===== config.mk =====
export PLATFORM = sky130hd
export DESIGN_NAME = quad_step_decoder_flat
export DESIGN_NICKNAME = d
export VERILOG_FILES = /design/src/rtl/qdec_pkg.sv /design/src/rtl/quad_step_decoder_if.sv /design/src/rtl/quad_glitch_filter.sv /design/src/rtl/quad_step_decoder.sv /design/src/flat_wrapper.sv
export SDC_FILE = /design/constraint.sdc
export NUM_CORES = 1
export LEC_CHECK = 0
export BUFFER_PORTS_ARGS = -buffer_cell sky130_fd_sc_hd__buf_4
export CORE_MARGIN = 5
export CORE_UTILIZATION = 50
export DETAILED_ROUTE_END_ITERATION = 16
export PLACE_DENSITY = 0.8
export RECOVER_POWER = 100
export SLEW_MARGIN = 5
export SYNTH_ARGS = -nofsm -noshare
export SYNTH_HDL_FRONTEND = slang
export SYNTH_SLANG_ARGS = --single-unit

===== constraint.sdc =====
create_clock -name clk -period 1.8 [get_ports clk]
set_clock_uncertainty 0.1 [all_clocks]
set_input_delay 0.18 -clock clk [delete_from_list [all_inputs] [get_ports clk]]
set_output_delay 0.18 -clock clk [all_outputs]
set_load 0.1 [all_outputs]

===== src/rtl/qdec_pkg.sv =====
// Shared types and constants for the quadrature step decoder.
// Phase pairs are packed as {a, b}.
package qdec_pkg;

  typedef logic [1:0] phase_t;

  localparam phase_t PH_00 = 2'b00;
  localparam phase_t PH_01 = 2'b01;
  localparam phase_t PH_11 = 2'b11;
  localparam phase_t PH_10 = 2'b10;

  typedef enum logic {
    INIT  = 1'b0,
    TRACK = 1'b1
  } qdec_state_t;

  // Polarity matches the downstream counter's up_down input
  localparam logic DIR_UP = 1'b0;
  localparam logic DIR_DN = 1'b1;

  // Forward Gray successor: 00 -> 01 -> 11 -> 10 -> 00
  function automatic phase_t gray_next(input phase_t p);
    case (p)
      PH_00:   return PH_01;
      PH_01:   return PH_11;
      PH_11:   return PH_10;
      default: return PH_00;
    endcase
  endfunction

endpackage


===== src/rtl/quad_step_decoder_if.sv =====
// Encoder-side and counter-side signals of the quadrature step decoder.
// The decoder uses the slave view; the driver of the encoder phases uses master.
interface quad_step_decoder_if;
  logic enc_a;
  logic enc_b;
  logic err_clr;
  logic step;
  logic up_down;
  logic err;

  modport master (
    output enc_a, enc_b, err_clr,
    input  step, up_down, err
  );

  modport slave (
    input  enc_a, enc_b, err_clr,
    output step, up_down, err
  );
endinterface


===== src/rtl/quad_glitch_filter.sv =====
// Synchronises the two encoder phases and debounces them as one 2-bit vector.
// Emits the filtered pair f and a one-cycle accept pulse whenever f is (re)loaded.
module quad_glitch_filter
  import qdec_pkg::*;
#(
  parameter int SYNC_STAGES = 2,
  parameter int FILT_CYCLES = 4
) (
  input  logic   clk,
  input  logic   rst,
  input  logic   enc_a,
  input  logic   enc_b,
  output phase_t f,
  output logic   accept
);

  localparam int CW = $clog2(FILT_CYCLES + 1);

  logic [2*SYNC_STAGES-1:0] sync_reg;
  logic [SYNC_STAGES-1:0]   valid_reg;
  phase_t                   cand_reg, cand_next;
  logic [CW-1:0]            cnt_reg, cnt_next;
  phase_t                   f_reg;
  logic                     primed_reg;
  logic                     accept_reg;
  logic                     take;
  phase_t                   s;
  logic                     s_valid;

  assign s       = sync_reg[2*SYNC_STAGES-1 -: 2];
  // The filter ignores the cleared synchroniser contents until real samples arrive
  assign s_valid = valid_reg[SYNC_STAGES-1];

  always_comb begin
    cand_next = cand_reg;
    cnt_next  = cnt_reg;
    if (s != cand_reg) begin
      cand_next = s;
      cnt_next  = CW'(1);
    end else if (cnt_reg < CW'(FILT_CYCLES)) begin
      cnt_next = cnt_reg + 1'b1;
    end
    // The first stable value after reset is always taken, even when it equals f
    take = s_valid && (cnt_next == CW'(FILT_CYCLES)) &&
           ((cand_next != f_reg) || !primed_reg);
  end

  always_ff @(posedge clk) begin
    if (rst) begin
      sync_reg   <= '0;
      valid_reg  <= '0;
      cand_reg   <= PH_00;
      cnt_reg    <= '0;
      f_reg      <= PH_00;
      primed_reg <= 1'b0;
      accept_reg <= 1'b0;
    end else begin
      sync_reg   <= {sync_reg[2*SYNC_STAGES-3:0], enc_a, enc_b};
      valid_reg  <= {valid_reg[SYNC_STAGES-2:0], 1'b1};
      accept_reg <= take;
      if (s_valid) begin
        cand_reg <= cand_next;
        cnt_reg  <= cnt_next;
      end
      if (take) begin
        f_reg      <= cand_next;
        primed_reg <= 1'b1;
      end
    end
  end

  assign f      = f_reg;
  assign accept = accept_reg;

endmodule


===== src/rtl/quad_step_decoder.sv =====
// Quadrature command stage: filtered Gray phases in, step/direction pulses out,
// with a sticky flag for transitions that skip a Gray state.
module quad_step_decoder
  import qdec_pkg::*;
#(
  parameter int SYNC_STAGES = 2,
  parameter int FILT_CYCLES = 4,
  parameter int X1_MODE     = 0
) (
  input logic                clk,
  input logic                rst,
  quad_step_decoder_if.slave bus
);

  phase_t      f_pair;
  logic        accept;
  qdec_state_t state_reg, state_next;
  phase_t      base_reg, base_next;
  logic        step_reg, step_next;
  logic        up_down_reg, up_down_next;
  logic        err_reg, err_next;
  logic        illegal;
  logic        fwd, bwd, emit;

  quad_glitch_filter #(
    .SYNC_STAGES (SYNC_STAGES),
    .FILT_CYCLES (FILT_CYCLES)
  ) u_filter (
    .clk    (clk),
    .rst    (rst),
    .enc_a  (bus.enc_a),
    .enc_b  (bus.enc_b),
    .f      (f_pair),
    .accept (accept)
  );

  assign fwd  = (gray_next(base_reg) == f_pair);
  assign bwd  = (gray_next(f_pair) == base_reg);
  // x1 counts one step per cycle, on entry to 00 from either neighbour
  assign emit = (X1_MODE == 0) || (f_pair == PH_00);

  always_comb begin
    state_next   = state_reg;
    base_next    = base_reg;
    step_next    = 1'b0;
    up_down_next = up_down_reg;
    err_next     = err_reg;
    illegal      = 1'b0;
    if (accept) begin
      base_next = f_pair;
      case (state_reg)
        INIT: state_next = TRACK;
        TRACK: begin
          if (fwd) begin
            if (emit) begin
              step_next    = 1'b1;
              up_down_next = DIR_UP;
            end
          end else if (bwd) begin
            if (emit) begin
              step_next    = 1'b1;
              up_down_next = DIR_DN;
            end
          end else if (f_pair != base_reg) begin
            illegal = 1'b1;
          end
        end
        default: state_next = INIT;
      endcase
    end
    // A coincident illegal transition wins over the clear request
    if (illegal) begin
      err_next = 1'b1;
    end else if (bus.err_clr) begin
      err_next = 1'b0;
    end
  end

  always_ff @(posedge clk) begin
    if (rst) begin
      state_reg   <= INIT;
      base_reg    <= PH_00;
      step_reg    <= 1'b0;
      up_down_reg <= DIR_UP;
      err_reg     <= 1'b0;
    end else begin
      state_reg   <= state_next;
      base_reg    <= base_next;
      step_reg    <= step_next;
      up_down_reg <= up_down_next;
      err_reg     <= err_next;
    end
  end

  assign bus.step    = step_reg;
  assign bus.up_down = up_down_reg;
  assign bus.err     = err_reg;

endmodule


===== src/flat_wrapper.sv =====
// flat-port wrapper written by rule: the top's interface ports become plain ports
module quad_step_decoder_flat import qdec_pkg::*;
#(
  parameter int SYNC_STAGES = 2,
  parameter int FILT_CYCLES = 4,
  parameter int X1_MODE     = 0
)
  (clk, rst, bus_enc_a, bus_enc_b, bus_err_clr, bus_step, bus_up_down, bus_err);
  quad_step_decoder_if bus_i ();
  input logic clk;
  input logic rst;
  input wire logic [$bits(bus_i.enc_a)-1:0] bus_enc_a;
  input wire logic [$bits(bus_i.enc_b)-1:0] bus_enc_b;
  input wire logic [$bits(bus_i.err_clr)-1:0] bus_err_clr;
  output wire logic [$bits(bus_i.step)-1:0] bus_step;
  output wire logic [$bits(bus_i.up_down)-1:0] bus_up_down;
  output wire logic [$bits(bus_i.err)-1:0] bus_err;
  assign bus_i.enc_a = bus_enc_a;
  assign bus_i.enc_b = bus_enc_b;
  assign bus_i.err_clr = bus_err_clr;
  assign bus_step = bus_i.step;
  assign bus_up_down = bus_i.up_down;
  assign bus_err = bus_i.err;
  quad_step_decoder #(.SYNC_STAGES(SYNC_STAGES), .FILT_CYCLES(FILT_CYCLES), .X1_MODE(X1_MODE)) u_core (.clk(clk), .rst(rst), .bus(bus_i));
endmodule

### Yosys cells after proc, flatten, opt, wreduce, memory -nomap -nowiden

Cells that the tools add are included.

* bits of input ports: 5
* bits in registers: 21
* output and inout port bits: 3
* logic and storage cells: 54

* muxes and demuxes: 17
* $add $sub $neg: 1
* reduce and logical (&&, ||, !) cells: 10
* bitwise logic cells: 2
* $lt $le $gt $ge: 1
* equality and inequality tests: 10

Operators by type and width (count)
* 2-to-1 mux 1 bit: 12
* one-hot mux 2 bit (3 select lines): 2
* 2-to-1 mux 3 bit: 2
* != test 2 bit: 3
* equality test 2 x 1 -> 1 bit (second input constant): 2
* equality test 2 bit: 2
* equality test 2 bit (second input constant): 2
* zero test 2 bit: 2
* nonzero test 2 bit: 2
* adder 3 x 1 -> 3 bit (second input constant): 1
* equality test 3 bit (second input constant): 1
* < comparator 3 bit (second input constant): 1
* AND reduction 3 bit: 1
* OR reduction 3 bit: 1
* logical AND 1 bit: 2
* 2-to-1 mux 2 bit: 1
* NOT 1 bit: 2
* zero test 1 bit: 1
* logical OR 1 bit: 1

### Logic depth before layout (Yosys ltp)

Gate-level depths: netlist (run 1).

* depth after elaboration: 8
* mapped depth: 5

### Modules after synthesis

A second synthesis (run 1) with hierarchy kept.

* cells, all modules: 82
* area total of the unflattened synthesis: 844.6 µm²

Modules (own cells, without submodules)
* quad_glitch_filter: area an instance 590.6 µm², sequential area each 300.3 µm², instances 1, cells each 56
* quad_step_decoder: area an instance 254.0 µm², sequential area each 120.1 µm², instances 1, cells each 26

### Least setup slack after synthesis (run 1)

OpenSTA, ideal clock, no wires.

* path type: flip-flop to flip-flop
* from: register u_core.u_filter.cnt_reg[0]
* to: register u_core.u_filter.f_reg[0], in the netlist u_core.u_filter.f[0]
* cell stages (with the launch flop): 6
* clock period less this slack: 1580 ps
* data required time: 1572 ps
* setup slack: 220 ps
* arrival: 1353 ps
* cell sequence: dfxtp_1 ha_1 nor4bb_2 o2111ai_2 mux2i_1 nor2_1

* cells in the longest elaborated chain, start to end: 6
* elaborated cells on any way between the ends: 7
* those cells by class: add/sub: 1; order compare: 1; eq/ne: 1; mux: 2; reduce/logical: 2

Ends and longest elaborated chain
* start, declared: RTL line quad_glitch_filter.sv:22 `logic [CW-1:0] cnt_reg, cnt_next;`
* start signal, assigned: RTL line quad_glitch_filter.sv:63 `cnt_reg <= cnt_next;`
* adder 3 x 1 -> 3 bit or < comparator 3 bit (tied branches): RTL line quad_glitch_filter.sv:41, quad_glitch_filter.sv:40
* 2-to-1 mux 3 bit *: RTL line quad_glitch_filter.sv:40 `end else if (cnt_reg < CW'(FILT_CYCLES)) begin`
* 2-to-1 mux 3 bit *: RTL line quad_glitch_filter.sv:37 `if (s != cand_reg) begin`
* equality test 3 bit *: RTL line quad_glitch_filter.sv:44 `take = s_valid && (cnt_next == CW'(FILT_CYCLES)) &&`
* logical AND 1 bit * (2 in series): RTL line quad_glitch_filter.sv:44
* end signal, assigned: RTL line quad_glitch_filter.sv:66 `f_reg <= cand_next;`
* end, declared: RTL line quad_glitch_filter.sv:23 `phase_t f_reg;`

Every way passes the cells marked *; elsewhere a longest branch is shown, timed or not.
A chain may end at the register's enable or synchronous reset.

### Worst setup path after layout (run 1)

Ends and elaborated chain as after synthesis.

==> results of run 1 <==
[cells by family (layout without fill, tap and decap cells)]
group	count (synthesis)	in the layout	synth area share (%)
AO/OA/AOI/OAI	11	11	10.3
AND/OR/NAND/NOR	26	26	16.8
flip-flops	21	21	50.8
adder cells (fa/ha/maj)	1	1	1.51
buffers and inverters	8	16	3.93
multiplexers	6	6	7.25
XOR/XNOR	9	9	9.52
[worst max-delay path: stages (launching register included)]
cell and delay, ps:
dfxtp_2 360, ha_1 310, nor4bb_2 290, o2111ai_2 210, mux2i_1 210, nor2_1 50
[cell type report]
| cell class | count | area (µm²) |
|---|---|---|
| clock buffer | 4 | 26.3 |
| inverter | 3 | 11.3 |
| sequential | 21 | 422 |
| tap | 16 | 20.0 |
| multi-input combinational | 53 | 375 |
| fill | 135 | 622 |
| timing repair buffer | 9 | 65.1 |
[power breakdown]
part	switching, mW	internal (mW)	total, mW
registers	0.0103	0.477	0.487
logic	0.0364	0.0236	0.0601
clock network	0.134	0.0864	0.220
[placed cells by master (no fill, tap or decap), types with 2 or more instances in the layout]
| cell type | n |
|---|---|
| clkbuf_4 | 5 |
| nand2_1 | 3 |
| clkbuf_2 | 3 |
| nor3_1 | 2 |
| inv_1 | 3 |
| a21oi_1 | 4 |
| a211oi_1 | 2 |
| buf_4 | 2 |
| nor2b_1 | 5 |
| nor3b_1 | 2 |
| mux2i_1 | 6 |
| nor2_1 | 10 |
| dlygate4sd3_1 | 2 |
| dfxtp_1 | 20 |
| xnor2_1 | 9 |
[path summary, 6_finish.rpt]
check	start	to	cells after the start
hold / removal	bus_err_clr	u_core.bus.err	3
setup / recovery	u_core.u_filter.cnt_reg[0]	u_core.u_filter.f[0]	5
hold reg to reg	u_core.u_filter.sync_reg[1]	u_core.u_filter.sync_reg[3]	1
setup reg to reg	u_core.u_filter.cnt_reg[0]	u_core.u_filter.f[0]	5
[metal layers]
metal	share of wire (%)	up-vias	global-route usage [%]
met2	45	12	16.1
met4	1.1	0	7.66
li1	-	290	-
met3	5.0	2	3.55
met5	0	-	0
met1	49	244	14.4
[repair_timing]
action	4_1_cts	5_1_grt
hold endpoints to repair	2	0
hold buffers	2	0
setup endpoints to repair	0	1
gates resized for setup	0	1
setup buffers	0	0
[per-stage QoR]
stage | worst slack, ps | hold WS (ps) | util (%)
global placement | 178 | 299 | 57.1
detailed placement | 122 | 300 | 57.1
finish | 164 | 29.5 | 59.7
floorplan | 220 | 155 | -
CTS | 105 | 22.9 | 60.1
global route | 14.8 | 22.5 | 59.7
==> results.txt, run 1 <==
input/output buffers: 7
Area Overhead vs Synth: 11.0%
worst-margin pin slew: 543 ps
P per Cell Area: 834 mW/mm²
Core ar.: 0.00154 mm²
Nets: 97
layout cells sized above 1: 15.6%
Warnings, synthesis: 0
clock slew at reported path FFs: 110 ps
Top FF cell, synth: dfxtp_1
gr usage total: 11.3%
antenna diode count: 0
num ports: 8
Hold Crit Class: input port to flop
Finished Layout Cells: 106
Post-Syn Instances: 82
cell area after layout: 920 µm²
fraction of registers with async set/reset: 0%
vias in the first global route: 502
critical path class: flop to flop
Placed Area: 880 µm²
Final Hold Viols: 0
flops & latches, synth: 21
outcome: finished, final reports clean
GRT Residual Overflow: 0
Initial DRC Count: 2
Pre-antenna DRT Iters: 3
initial antenna violation count: 0
largest net degree at the start of global routing: 22
die area: 0.00257 mm²
reg2reg setup slack: 160 ps
Setup TNS: 0 ps
max FFs per register: 4
Final Power: 767 µW
share of the synthesized area in the top cell type: 50.8%
clk sink count: 21
clock tree from TritonCTS: built
post-DR wirelength/cell: 12.0 µm
critical path fanouts, max: 5
final wirelength: 1270 µm
Post-Syn Nets: 88
Post-synth EDFFs: 0
H-tree Lvls: 1
number of routed nets with antenna violations: 0
max cap viols: 0
count leader, synth: dfxtp_1
global-route wire length before repair: 2210 µm
Synth top cells by count: 21 x dfxtp_1, 10 x nor2_1, 9 x xnor2_1, 6 x mux2i_1, 5 x nor2b_1
leakage: 0.337 nW
maximum clock frequency: 611 MHz
Via density: 5.17
Seq/Total Area, Yosys: 50.8%
CP Capture Type: flop
Peak VDD IR: 458 µV
fin crit share: 90.9%
root buf cell: clkbuf_4
crit path DAT: 1740 ps
placed instance count: 100
final slew viol count: 0
# setup viols final: 0
gpl congestion: 0.817
CP Launch Type: flop
DRC viols: 0
row cnt: 14
CTS max path bufs: 2
Inserted Clock Buffers: 3
Rel. slew slack: 63.9%
Syn Std Cell Area: 828 µm²
RSZ-0062 raised after global routing: false
Final min period: 1640 ps
height of the chip: 50.7 µm
synth top area cells: dfxtp_1 51%, xnor2_1 9.5%, mux2i_1 7.3%, nor2_1 4.5%, nor2b_1 3.8%
Yosys top cell by area: dfxtp_1
Synth cell types: 23
total number of vias: 548
Initial Util: 53.7%
worst skew pair latency: 300 ps
Crit path required time: 1900 ps
DIE WIDTH: 50.7 µm
synthesized area per cell: 10.1 µm²
Post-DP HPWL: 835 µm
Power figures use the tool's default switching activity.
==> inputs of run 2 (changes only) <==
Settings changed: ABC_AREA set to 1.
==> run 2 against run 1 <==
Compared with the run above: sequential share of layout area down 3.9 points; register-to-register slack improved by 170 ps; first-iteration DRC count grew to 4.5 times the previous value; synthesized cell count up 46%; via count rose by 32%; wire length grew 20%; critical path type unchanged; largest cell class unchanged; largest power group unchanged.
==> results.txt, run 2 <==
height of the chip: 52.4 µm
Final min period: 1460 ps
critical path fanouts, max: 3
Synth top cells by count: 22 x nand2_1, 21 x dfxtp_1, 21 x inv_1, 14 x nor2_1, 10 x a21oi_1
Area Overhead vs Synth: 11.3%
capturing point of the worst reg2reg path: u_core.u_filter.f[1]
hold path startpoint: bus_err_clr
Crit path required time: 1920 ps
max incr delay on CP: 340 ps
Post-Syn Instances: 120
leakage: 0.443 nW
Rel. slew slack: 57.4%
Flop pwr share: 63.4%
Reg2Reg Depth: 9
share of the synthesized area in the top cell type: 46.7%
Finished Layout Cells: 157
DIE WIDTH: 52.4 µm
Syn Std Cell Area: 900 µm²
maximum clock frequency: 684 MHz
Core ar.: 0.00173 mm²
vias in the first global route: 619
Worst path most repeated cell: nand2_1
die area: 0.00275 mm²
Post-Syn Nets: 126
Hold Slack: 16.8 ps
total number of vias: 724
clock slew at reported path FFs: 110 ps
CTS resizes: 0
worst skew pair latency: 310 ps
input/output buffers: 7
most frequent cells in the layout: 23 x nand2_1, 21 x inv_1, 21 x dfxtp_1
P per Cell Area: 763 mW/mm²
synthesized area per cell: 7.50 µm²
Final Power: 764 µW
Psw: 180 µW
synth top area cells: dfxtp_1 47%, nand2_1 9.2%, inv_1 8.8%, nor2_1 5.8%, a21oi_1 5.6%
crit path DAT: 1580 ps
antenna diode count: 0
max cap viols: 0
Via density: 4.61
Hold EP: u_core.bus.err
post-DR wirelength/cell: 9.74 µm
Final Hold Viols: 0
Post-DP HPWL: 1110 µm
most common cell after layout, fill and taps aside: nand2_1
Worst Hold Depth: 4
largest net degree at the start of global routing: 16
max FFs per register: 4
gpl congestion: 0.871
final wirelength: 1530 µm
CTS max path bufs: 2
Post-synth EDFFs: 0
Pre-antenna DRT Iters: 4
count leader, synth: nand2_1
DRC viols: 0
Inserted Clock Buffers: 3
H-tree Lvls: 1
worst r2r src: u_core.u_filter.cnt_reg[0]
Seq/Total Area, Yosys: 46.7%
number of routed nets with antenna violations: 0
layout cells sized above 1: 13.6%
fraction of registers with async set/reset: 0%
placed instance count: 151
clk sink count: 21
Initial Util: 52.1%
# setup viols final: 0
initial antenna violation count: 0
Comb power frac: 7.0%
crit path max-delay cell type: dfxtp_1
outcome: finished, final reports clean
Sw Share: 23.6%
GRT Residual Overflow: 0
Hold Crit Class: input port to flop
gr usage total: 13.2%
Peak VDD IR: 431 µV
Clock power frac: 29.5%
Buf/Inv on CP: 1
root buf cell: clkbuf_4
Yosys top cell by area: dfxtp_1
fin crit share: 81.3%
# hold bufs at CTS: 2
Nets: 139
clock tree from TritonCTS: built
worst-margin pin slew: 639 ps
num ports: 8
reg2reg setup slack: 340 ps
Top FF cell, synth: dfxtp_1
final slew viol count: 0
CP Capture Type: flop
delay-heaviest family, CP: simple AND/OR/NAND/NOR gates
critical path class: flop to flop
Synth cell types: 21
global-route wire length before repair: 2650 µm
CP Launch Type: flop
internal power: 584 µW
Post-CTS Setup Bufs: 0
Warnings, synthesis: 0
Initial DRC Count: 9
RSZ-0062 raised after global routing: false
row cnt: 15
crit-path cells: ha_1, inv_1, nand2_1, nand2_1, nand4_1, nor2_1, nand3_1, nand2_1, nor2_1
flops & latches, synth: 21
Setup TNS: 0 ps
==> run 2: cell types whose count changed after synthesis, sizes merged, moves of 3 or more <==
cell	before	now
nand2	3	27
inv	3	23
a21oi	4	11
xnor2	9	2
mux2i	6	0
nor2	10	16
nor2b	5	0
nand3	1	5
nand4	0	4
o21ai	1	4
==> run 2: area by class of cell <==
cell class                      instances  area (µm²)
Fill cell                             157         726
Sequential cell                        21         420
Multi-Input combinational cell         75         375
Inverter                               23        86.3
Timing Repair Buffer                    9        61.3
Tap cell                               25        31.3
Clock buffer                            4        26.3
==> run 2: worst register-to-register path, stage by stage, from the launching register on <==
cell     delay (ps)
dfxtp_1         340
ha_1            280
inv_1            50
nand2_1          40
nand2_1          70
nand4_1         100
nor2_1          180
nand3_1          90
nand2_1          70
nor2_1           50
==> run 2: worst max-delay path by stage <==
stage,startpoint,end,depth (start not counted)
finish,u_core.u_filter.cnt_reg[0],u_core.u_filter.f[1],9
CTS,u_core.u_filter.cnt_reg[0],u_core.u_filter.f[1],10
global placement,u_core.u_filter.cnt_reg[0],u_core.u_filter.f[1],9
floorplan,u_core.bus.up_down,u_core.bus.up_down,2
detailed placement,u_core.u_filter.cnt_reg[0],u_core.u_filter.f[1],10
global route,u_core.u_filter.cnt_reg[0],u_core.u_filter.f[1],9
==> run 2: per-layer routing <==
metal	wire length, µm	global-route usage [%]
met5	0	0
met4	53	7.23
met3	69	3.70
met2	658	18.6
met1	748	17.8
==> run 2: logic make-up (layout without fill, tap and decap cells) <==
| kind of cell | after synthesis | count (layout) | synth area share [%] |
|---|---|---|---|
| DFF | 21 | 21 | 46.7 |
| and+or+nand+nor | 54 | 54 | 28.5 |
| buffers and inverters | 24 | 36 | 10.0 |
| adders and majority gates | 1 | 1 | 1.39 |
| AOI/OAI and AO/OA | 17 | 17 | 10.4 |
| xor gates and xnor gates | 3 | 3 | 2.92 |
==> run 2: through the flow <==
| stage | worst slack, ps | util, % | instance area, µm² |
|---|---|---|---|
| detailed placement | 401 | 56.7 | 980 |
| global route | 200 | 58.0 | 1000 |
| global placement | 422 | 56.7 | 980 |
| CTS | 375 | 59.4 | 1030 |
| finish | 337 | 58.0 | 1000 |
| floorplan | 431 | - | 900 |
==> run 2: power by group through the flow <==
stage                     registers, mW  clock network (mW)  logic [mW]
after CTS                         0.484               0.230      0.0571
final                             0.484               0.226      0.0538
after detailed placement          0.495                   0      0.0534
after floorplan                   0.493                   0      0.0385
after global placement            0.494                   0      0.0516
after global routing              0.486               0.252      0.0623
==> inputs of run 3 (changes only) <==
Settings changed: PLACE_DENSITY 0.8 to 0.82.
Clock period 1.8 ns to 1.3 ns, I/O delays scaled along.
==> run 3 against run 2 <==
Compared with the run above: the flow now finishes with violations (negative setup slack); worst setup slack lost 450 ps; count of clock-buffer cells in the layout shrank 1; non-clock buffer count grew 8; sequential share of layout area shrank 4.6 points; utilization grew 8.0 points; final area grew 14%; highest routed layer unchanged.
==> results.txt, run 3 (synthesized netlist as in run 2, its figures left out) <==
outcome: finished with violations
failing checks: negative setup slack
fin crit share: 109%
crit-path cells: ha_4, inv_2, nand2_2, nand2_2, nand4_1, nor2_2, nand3_1, nand2_1, nor2_1
gr usage total: 15.8%
Area Overhead vs Synth: 26.7%
root buf cell: clkbuf_4
Pre-antenna DRT Iters: 5
combined area of the multi-input logic cells: 425 µm²
Comb power frac: 9.9%
Core ar.: 0.00173 mm²
RSZ-0062 raised after global routing: true
peak-usage layer in the global routing report: met2
Rel. slew slack: 72.6%
row cnt: 15
M2 GR Usage: 26.9%
num ports: 8
CTS max path bufs: 2
clk sink count: 21
number of routed nets with antenna violations: 0
max FFs per register: 4
initial antenna violation count: 0
input/output buffers: 7
gpl congestion: 0.919
Flop pwr share: 61.8%
clock slew at reported path FFs: 110 ps
Via density: 4.78
final wirelength: 1850 µm
critical path fanouts, max: 3
GRT met1 Usage: 18.6%
worst-margin pin slew: 410 ps
PnR worst setup slack: -116 ps
height of the chip: 52.4 µm
antenna diode count: 0
most frequent cells in the layout: 19 x inv_1, 19 x nand2_1, 16 x dfxtp_1
Initial DRC Count: 11
H-tree Lvls: 1
Sw Share: 24.4%
vias in the first global route: 752
internal power: 823 µW
Peak VDD IR: 788 µV
maximum clock frequency: 706 MHz
final slew viol count: 0
Clock power frac: 28.3%
DRC viols: 0
clock tree from TritonCTS: built
filler instances: 150
critical path class: flop to flop
Post-DP HPWL: 1260 µm
Psw: 266 µW
Worst path most repeated cell: nand2_2
Initial Util: 52.1%
CP Capture Type: flop
Nets: 147
leakage: 0.491 nW
CP Launch Type: flop
GRT Residual Overflow: 0
crit path max-delay cell type: dfxtp_2
DIE WIDTH: 52.4 µm
Final Hold Viols: 0
max incr delay on CP: 360 ps
Setup TNS: -226 ps
Crit path required time: 1410 ps
Final Power: 1.09 mW
die area: 0.00275 mm²
delay-heaviest family, CP: simple AND/OR/NAND/NOR gates
P per Cell Area: 956 mW/mm²
max cap viols: 0
crit path DAT: 1530 ps
# setup viols final: 2
worst skew pair latency: 300 ps
global-route wire length before repair: 3190 µm
largest net degree at the start of global routing: 13
total number of vias: 788
sequential cell area: 427 µm²
Inserted Clock Buffers: 3
GRT met3 Usage: 2.56%
Hold Crit Class: input port to flop
layout cells sized above 1: 30.7%
post-DR wirelength/cell: 11.2 µm
Buf/Inv on CP: 1
Final min period: 1420 ps
run 3: layout make-up:
class | count | share of cell area (%)
sequential | 21 | 37.4
multi-input combinational | 75 | 37.3
timing repair buffer | 17 | 12.5
inverter | 23 | 7.57
tap | 25 | 2.74
clock buffer | 3 | 1.98
clock inverter | 1 | 0.439
run 3: power by group through the flow:
stage	logic (mW)	clock network, mW	registers [mW]
finish	0.108	0.308	0.673
CTS	0.0980	0.318	0.671
detailed placement	0.0828	0	0.685
global route	0.121	0.344	0.675
global placement	0.0777	0	0.684
floorplan	0.0534	0	0.682
run 3: stage by stage:
step / std cells / util (%) / instance area (µm²) / hold WS [ps] / worst slack, ps
5_1_grt: 165 / 66.0 / 1140 / 63.7 / -221
4_1_cts: 164 / 63.3 / 1090 / 38.6 / -147
2_1_floorplan: 120 / - / 902 / 91.7 / -12.8
3_3_place_gp: 154 / 58.2 / 1000 / 233 / -65.0
6_report: 165 / 66.0 / 1140 / 57.8 / -116
3_5_place_dp: 154 / 58.2 / 1000 / 242 / -132
run 3: what timing repair did:
| action | CTS | global route |
|---|---|---|
| resized for setup | 1 | 12 |
| endpoints found under the hold margin | 6 | 0 |
| pin swaps | 2 | 8 |
| endpoints found under the setup margin | 4 | 7 |
| buffers inserted | 0 | 1 |
| hold buffers | 6 | 0 |
run 3: layer usage:
layer / vias to the layer above / wire length [µm]
met2: 14 / 911
li1: 412 / -
met4: 0 / 42
met3: 5 / 44
met5: - / 0
met1: 357 / 853
run 3: path summary, 6_finish.rpt:
kind | start | end | slack (ps) | depth (start not counted)
worst max-delay path | u_core.u_filter.cnt_reg[1] | u_core.u_filter.f[1] | -120 | 9
worst min-delay path | rst | u_core.u_filter.f[0] | 60 | 4
worst max register to register | u_core.u_filter.cnt_reg[1] | u_core.u_filter.f[1] | -120 | 9
worst min register to register | u_core.u_filter.sync_reg[1] | u_core.u_filter.sync_reg[3] | 320 | 2
run 3: worst reg2reg max path: cells and delay by family (launching register included):
family                   cells  cell delay (ps)
buffers and inverters        1               50
flip-flops                   1              360
AND/OR/NAND/NOR              7              590
adder cells (fa/ha/maj)      1              240
